File: src/rtl/psx_pkg.sv
// Shared PSX device-port constants and the responder state encoding.
// Reused by the pad responder and the memory-card responder.
package psx_pkg;

    localparam logic [7:0] PSX_ADDR_PAD   = 8'h01;
    localparam logic [7:0] PSX_CMD_POLL   = 8'h42;
    localparam logic [7:0] PSX_ID_DIGITAL = 8'h41;
    localparam logic [7:0] PSX_TAP        = 8'h5A;
    localparam logic [7:0] PSX_IDLE_REPLY = 8'hFF;

    typedef enum logic [2:0] {
        ST_ADDR,
        ST_CMD,
        ST_TAP,
        ST_DATA0,
        ST_DATA1,
        ST_IGNORE
    } psx_resp_state_t;

endpackage

File: src/rtl/psx_pad_responder_if.sv
// PPB-side byte bus between the device-port adapter and a responder, plus pad inputs and poll pulse.
interface psx_pad_responder_if;

    logic [7:0]  PPB_command;
    logic        PPB_command_strobe;
    logic [7:0]  PPB_reply;
    logic        PPB_ack_strobe;
    logic        pad_enable;
    logic [15:0] buttons;
    logic        poll_strobe;

    modport master (
        output PPB_command, PPB_command_strobe, pad_enable, buttons,
        input  PPB_reply, PPB_ack_strobe, poll_strobe
    );

    modport slave (
        input  PPB_command, PPB_command_strobe, pad_enable, buttons,
        output PPB_reply, PPB_ack_strobe, poll_strobe
    );

endinterface

File: src/rtl/psx_pad_responder.sv
// Digital pad answering the 0x42 poll: one transition per command strobe, no backpressure.
// Reply, ack and poll pulses are registered and appear 1 clk after the strobe.
module psx_pad_responder
    import psx_pkg::*;
#(
    parameter logic [7:0] PAD_ADDRESS = PSX_ADDR_PAD,
    parameter logic [7:0] PAD_ID      = PSX_ID_DIGITAL
) (
    input  logic                  clk,
    input  logic                  PPB_packet_reset,
    psx_pad_responder_if.slave    ppb
);

    psx_resp_state_t st, st_nxt;
    logic [7:0]      reply, reply_nxt;
    logic            ack, ack_nxt;
    logic            poll, poll_nxt;
    logic [15:0]     snapshot, snapshot_nxt;

    always_ff @(posedge clk or posedge PPB_packet_reset) begin
        if (PPB_packet_reset) begin
            st       <= ST_ADDR;
            reply    <= PSX_IDLE_REPLY;
            ack      <= 1'b0;
            poll     <= 1'b0;
            snapshot <= 16'hFFFF;
        end else begin
            st       <= st_nxt;
            reply    <= reply_nxt;
            ack      <= ack_nxt;
            poll     <= poll_nxt;
            snapshot <= snapshot_nxt;
        end
    end

    // ack/poll are pulses: they drop back to 0 on any cycle without a strobe.
    always_comb begin
        st_nxt       = st;
        reply_nxt    = reply;
        ack_nxt      = 1'b0;
        poll_nxt     = 1'b0;
        snapshot_nxt = snapshot;
        if (ppb.PPB_command_strobe) begin
            reply_nxt = PSX_IDLE_REPLY;
            st_nxt    = ST_IGNORE;
            case (st)
                ST_ADDR: begin
                    if (ppb.PPB_command == PAD_ADDRESS && ppb.pad_enable) begin
                        reply_nxt = PAD_ID;
                        ack_nxt   = 1'b1;
                        st_nxt    = ST_CMD;
                    end
                end
                ST_CMD: begin
                    if (ppb.PPB_command == PSX_CMD_POLL) begin
                        reply_nxt    = PSX_TAP;
                        ack_nxt      = 1'b1;
                        snapshot_nxt = ppb.buttons;
                        st_nxt       = ST_TAP;
                    end
                end
                ST_TAP: begin
                    reply_nxt = snapshot[7:0];
                    ack_nxt   = 1'b1;
                    st_nxt    = ST_DATA0;
                end
                ST_DATA0: begin
                    reply_nxt = snapshot[15:8];
                    ack_nxt   = 1'b1;
                    st_nxt    = ST_DATA1;
                end
                ST_DATA1: begin
                    // The final byte of a packet is never acknowledged.
                    poll_nxt = 1'b1;
                end
                default: ;
            endcase
        end
    end

    assign ppb.PPB_reply      = reply;
    assign ppb.PPB_ack_strobe = ack;
    assign ppb.poll_strobe    = poll;

endmodule
File: src/flat_wrapper.sv
// flat-port wrapper written by rule: the top's interface ports become plain ports
module psx_pad_responder_flat import psx_pkg::*;
#(
    parameter logic [7:0] PAD_ADDRESS = PSX_ADDR_PAD,
    parameter logic [7:0] PAD_ID      = PSX_ID_DIGITAL
)
  (clk, PPB_packet_reset, ppb_PPB_command, ppb_PPB_command_strobe, ppb_pad_enable, ppb_buttons, ppb_PPB_reply, ppb_PPB_ack_strobe, ppb_poll_strobe);
  psx_pad_responder_if ppb_i ();
  input  logic clk;
  input  logic PPB_packet_reset;
  input wire logic [$bits(ppb_i.PPB_command)-1:0] ppb_PPB_command;
  input wire logic [$bits(ppb_i.PPB_command_strobe)-1:0] ppb_PPB_command_strobe;
  input wire logic [$bits(ppb_i.pad_enable)-1:0] ppb_pad_enable;
  input wire logic [$bits(ppb_i.buttons)-1:0] ppb_buttons;
  output wire logic [$bits(ppb_i.PPB_reply)-1:0] ppb_PPB_reply;
  output wire logic [$bits(ppb_i.PPB_ack_strobe)-1:0] ppb_PPB_ack_strobe;
  output wire logic [$bits(ppb_i.poll_strobe)-1:0] ppb_poll_strobe;
  assign ppb_i.PPB_command = ppb_PPB_command;
  assign ppb_i.PPB_command_strobe = ppb_PPB_command_strobe;
  assign ppb_i.pad_enable = ppb_pad_enable;
  assign ppb_i.buttons = ppb_buttons;
  assign ppb_PPB_reply = ppb_i.PPB_reply;
  assign ppb_PPB_ack_strobe = ppb_i.PPB_ack_strobe;
  assign ppb_poll_strobe = ppb_i.poll_strobe;
  psx_pad_responder #(.PAD_ADDRESS(PAD_ADDRESS), .PAD_ID(PAD_ID)) u_core (.clk(clk), .PPB_packet_reset(PPB_packet_reset), .ppb(ppb_i));
endmodule
File: config.mk
export PLATFORM = sky130hd
export DESIGN_NAME = psx_pad_responder_flat
export DESIGN_NICKNAME = d
export VERILOG_FILES = /design/src/rtl/psx_pkg.sv /design/src/rtl/psx_pad_responder_if.sv /design/src/rtl/psx_pad_responder.sv /design/src/flat_wrapper.sv
export SDC_FILE = /design/constraint.sdc
export NUM_CORES = 1
export LEC_CHECK = 0
export CORE_MARGIN = 4
export CORE_UTILIZATION = 43
export DETAILED_ROUTE_END_ITERATION = 12
export GPL_ROUTABILITY_DRIVEN = 0
export PLACE_DENSITY = 0.78
export SLEW_MARGIN = 20
export SYNTH_ARGS = -nofsm -noshare
export SYNTH_HDL_FRONTEND = slang
export SYNTH_SLANG_ARGS = --single-unit
File: constraint.sdc
create_clock -name clk -period 1.55 [get_ports clk]
set_clock_uncertainty 0.15 [all_clocks]
set_input_delay 0.31 -clock clk [delete_from_list [all_inputs] [get_ports clk]]
set_output_delay 0.31 -clock clk [all_outputs]
set_load 0.005 [all_outputs]
Word level (Yosys, flattened, before mapping)
Cells that the tools add are included.
{"block": "totals", "wordCells": 27, "register_bits": 29, "inputBits": 28}
{"block": "classes", "n_eq_ne": 6, "n_reduce_logical": 4, "muxes": 12}
{"op": "$pmux W8 S4", "n": 1}
{"op": "$mux W8", "n": 2}
{"op": "$pmux W3 S4", "n": 1}
{"op": "$eq A8 B1 Y1 const B", "n": 1}
{"op": "$eq A8 B7 Y1 const B", "n": 1}
{"op": "$eq A3 B2 Y1 const B", "n": 2}
{"op": "$mux W3", "n": 2}
{"op": "$mux W1", "n": 5}
{"op": "$eq A3 B1 Y1 const B", "n": 1}
{"op": "$eq A3 B3 Y1 const B", "n": 1}
{"op": "$logic_not A3 Y1", "n": 1}
{"op": "$pmux W1 S3", "n": 1}
{"op": "$reduce_and A3 Y1", "n": 1}
{"op": "$reduce_or A2 Y1", "n": 1}
{"op": "$logic_and A1 B1 Y1", "n": 1}

Logic depth before layout (Yosys ltp)
{"block": "depth", "word_depth": 5, "ltp_mapped": 6, "depth_no_buf": 4}

Worst setup path after synthesis
No wires, ideal clock.
{"block": "synth_timing", "path_kind": "input port to flip-flop", "start": "in ppb_PPB_command[3]", "end": "reg u_core.snapshot[0]", "t_arrival_ns": 1.445, "n_path_buf": 2, "t_required_ns": 1.318, "cell_stages": 6, "slack_ns": -0.128, "setup_ns": 0.082, "cell_sequence": "nor3_2 and3_1 and4_4 buf_6 buf_8 mux2_4"}
{"block": "synth_via", "elab_chain_cells": 2}
{"element": "start: declaration", "line": "flat_wrapper.sv:11", "source": "input wire logic [$bits(ppb_i.PPB_command)-1:0] ppb_PPB_command;"}
{"element": "$eq A8 B7 Y1", "line": "psx_pad_responder.sv:55", "source": "if (ppb.PPB_command == PSX_CMD_POLL) begin"}
{"element": "$reduce_and A3 Y1 (no line)"}
{"element": "end signal: assignment", "line": "psx_pad_responder.sv:32", "source": "snapshot <= snapshot_nxt;"}
{"element": "end: declaration", "line": "psx_pad_responder.sv:18", "source": "logic [15:0] snapshot, snapshot_nxt;"}
Every way passes these cells.
A chain may end at the register's enable or synchronous reset.

Worst setup path after layout
{"block": "layout_timing", "start": "reg u_core.st[2]", "end": "reg u_core.snapshot[0]"}
{"block": "layout_via", "elab_chain_cells": 2}
{"element": "start: declaration", "line": "psx_pad_responder.sv:14", "source": "psx_resp_state_t st, st_nxt;"}
{"element": "start signal: assignment", "line": "psx_pad_responder.sv:28", "source": "st <= st_nxt;"}
{"element": "$eq A3 B1 Y1", "line": "psx_pad_responder.sv:46", "source": "case (st)"}
{"element": "$reduce_and A3 Y1 (no line)"}
Every way passes these cells.

==> reports/results.tsv <==
stage	metric	value	unit
min_path	Hold WC Path Type	primary input to async pin	
drt	post-detailed-route count of antenna-violating nets	0	
synthesis	Seq/Total Area, Yosys	54.1	%
floorplanning	Die ar.	4220	um^2
global_routing	antenna violations before repair	0	
critical_path	startpoint types	flip-flop	
critical_path	r2r startpoint	u_core.st[2]$_DFFE_PP0P_	
global_routing	first-pass GRT wire length	6290	um
timing	TNS Setup	-0.291	ns
timing	worst slew pin tran	0.261	ns
layout	Area Growth Syn to Fin	52.1	%
synthesis	Synth Warn #	0	
clock_network	Skew-Pair Late Insertion Delay	0.33	ns
layout	commonest cells after routing, fill and taps aside	dfstp_2, clkdlybuf4s50_1, buf_4	
timing	Tmin final	1.61	ns
critical_path	CP Capture Type	flip-flop	
timing	final worst setup slack	-0.0554	ns
power_and_ir_drop	P_int	1340	uW
critical_path	CP Class	flip-flop to flip-flop	
drt	total iterations of the first detailed-routing run	4	
place	placed cell count	199	
layout	Nets	201	
drt	DRT iter0 DRCs	33	
clock_network	CTS Buffer Depth	2	
floorplanning	IO Pins	38	
timing	Max Freq	0.623	GHz
floorplanning	Die Y	65.0	um
layout	filler instances	227	
layout	multi-input logic area	644	um^2
critical_path	CP arrival	1.71	ns
clock_network	total CTS buffers	5	
global_routing	number of global-route vias before repair	1306	
synthesis	asr flop ratio synth	100	%
place	hpwl dp	2330	um
place	port bufs	37	
timing	Max Slew Vio Count	0	
synthesis	mapped cell area	1400	um^2
drt	vias per inst	5.20	
clock_network	H-tree levels	2	
power_and_ir_drop	Leakage Power	0.000899	uW
global_routing	Tot GR Track Use	20.1	%
clock_network	Worst-path clk slew	0.10	ns
drt	DR WL/cell	16.8	um
synthesis	Synth Net Count	140	
power_and_ir_drop	post-layout power	1660	uW
run_status	status	finished with violations	
layout	# diodes	0	
layout	non-filler cells, final	218	
floorplanning	Starting Density	45.4	%
clock_network	CTS tree	done	
power_and_ir_drop	Comb power frac	7.2	%
clock_network	CTS Hold Bufs	0	
drt	DR vias	1134	
clock_network	Sink Count	29	
drt	Routed WL	3670	um
clock_network	root buf cell	clkbuf_4	
critical_path	crit-path max FO	5	
synthesis	flops & latches, synth	29	
layout	final core occ	69.0	%
timing	final hold violation count	0	
flow_run	MaxCap Viol Count	0	
critical_path	Worst Setup SP	u_core.st[2]$_DFFE_PP0P_	
timing	final setup violation count	9	
floorplanning	Die W	65.0	um
layout	FF/Latch Area	757	um^2
drt	DRC Markers	0	
synthesis	Post-synth EDFFs	0	
timing	RSZ-0062 raised after global routing	true	
power_and_ir_drop	Clk pwr share	47.0	%
global_routing	grt ovf	0	
layout	commonest non-fill, non-tap cell in the layout	dfstp_2	
synthesis	Synth cell types	32	
critical_path	CP required	1.65	ns
timing	period utilization	104	%
floorplanning	Row Count	20	
synthesis	Top FF cell, synth	dfstp_2	
synthesis	Cells after Synth	112	
floorplanning	CORE AREA	3080	um^2
power_and_ir_drop	net switching power	326	uW
power_and_ir_drop	Sw Ratio	19.6	%
run_status	failing checks	negative setup slack	
timing	slew margin rel.	82.5	%
global_routing	largest net degree at the start of global routing	30	
synthesis	Mean Syn Cell Area	12.5	um^2
power_and_ir_drop	Seq pwr share	45.8	%
power_and_ir_drop	Max IR drop VDD	0.000886	V
power_and_ir_drop	pwr/cell area	783	nW/um^2
layout	ratio of cells with drive above 1 in the final layout	55.7	%
-- flip-flops by register name, indices dropped and copies added (netlist names) --
signal / flops
u_core.ppb.PPB_reply: 8
u_core.ppb.poll_strobe: 1
u_core.snapshot: 16
u_core.st: 3
u_core.ppb.PPB_ack_strobe: 1
-- per-layer routing --
layer | global-route usage (%) | vias up | share of wire (%)
met5 | 0 | - | 0
met4 | 12.4 | 0 | 3.1
met3 | 6.59 | 13 | 6.0
met2 | 33.6 | 48 | 53
met1 | 21.9 | 552 | 38
li1 | - | 521 | -
-- cells by family (layout without fill, tap and decap cells) --
logic type	after synthesis	in the layout	share of synthesized area (%)
AOI/OAI and AO/OA	19	19	8.42
buffers and inverters	9	71	3.94
DFF	29	29	54.1
muxes	23	23	20.9
and+or+nand+nor	32	32	12.6
-- synth_stat cells (all sizes together) (2+ instances only) --
cell    number  area (um^2)
dfrtp        5          125
clkbuf       2         7.51
buf          4         36.3
nor2        12         45.0
dfstp       24          631
o21ai        4         20.0
mux2        22          282
nand2        9         33.8
inv          3         11.3
a31oi        9         56.3
a21oi        2         10.0
-- critical path, stage by stage, from the launching register on --
cell and delay [ns]:
dfrtp_1 0.43, nor2_2 0.12, and4_4 0.28, buf_12 0.12, buf_12 0.12, mux2_4 0.30
-- repair_timing --
action | CTS | global route
setup endpoints to repair | 34 | 25
gates cloned | 2 | 0
setup buffers | 9 | 2
resized for setup | 61 | 5
pin swaps | 6 | 3
-- area by class of cell --
| type | count | share of cell area, % |
|---|---|---|
| clock buffer | 5 | 1.77 |
| inverter | 3 | 0.530 |
| tap | 44 | 2.59 |
| sequential | 29 | 35.7 |
| timing repair buffer | 60 | 26.0 |
| clock inverter | 3 | 3.06 |
| multi-input combinational | 74 | 30.3 |
-- per-stage QoR --
| step | worst slack (ns) | area, um^2 | hold WS [ns] |
|---|---|---|---|
| global placement | -0.521 | 1900 | 0.333 |
| finish | -0.0554 | 2120 | 0.156 |
| detailed placement | -0.592 | 1900 | 0.332 |
| floorplan | -0.0992 | 1400 | 0.220 |
| CTS | -0.00976 | 2150 | 0.148 |
| global route | -0.0898 | 2120 | 0.162 |
-- path summary, 6_finish.rpt --
path                                                       end  slack, ns  cells past startpoint
min in group clk           u_core.ppb.PPB_reply[3]$_DFFE_PP1P_       0.35                      2
min reg2reg                u_core.ppb.PPB_reply[3]$_DFFE_PP1P_       0.35                      2
max in group asynchronous       u_core.snapshot[0]$_DFFE_PP1P_       0.85                      3
max reg2reg                     u_core.snapshot[0]$_DFFE_PP1P_      -0.06                      5
max                             u_core.snapshot[0]$_DFFE_PP1P_      -0.06                      5
min                        u_core.ppb.PPB_ack_strobe$_DFF_PP0_       0.16                      3
-- power groups by stage --
stage | logic [uW] | clock network (uW) | registers (uW)
2_1_floorplan | 24.9 | 0 | 773
3_3_place_gp | 116 | 0 | 773
3_5_place_dp | 120 | 0 | 773
4_1_cts | 120 | 790 | 761
5_1_grt | 130 | 830 | 762
6_report | 120 | 781 | 761
No activity file was read; power rests on OpenSTA's default activity.
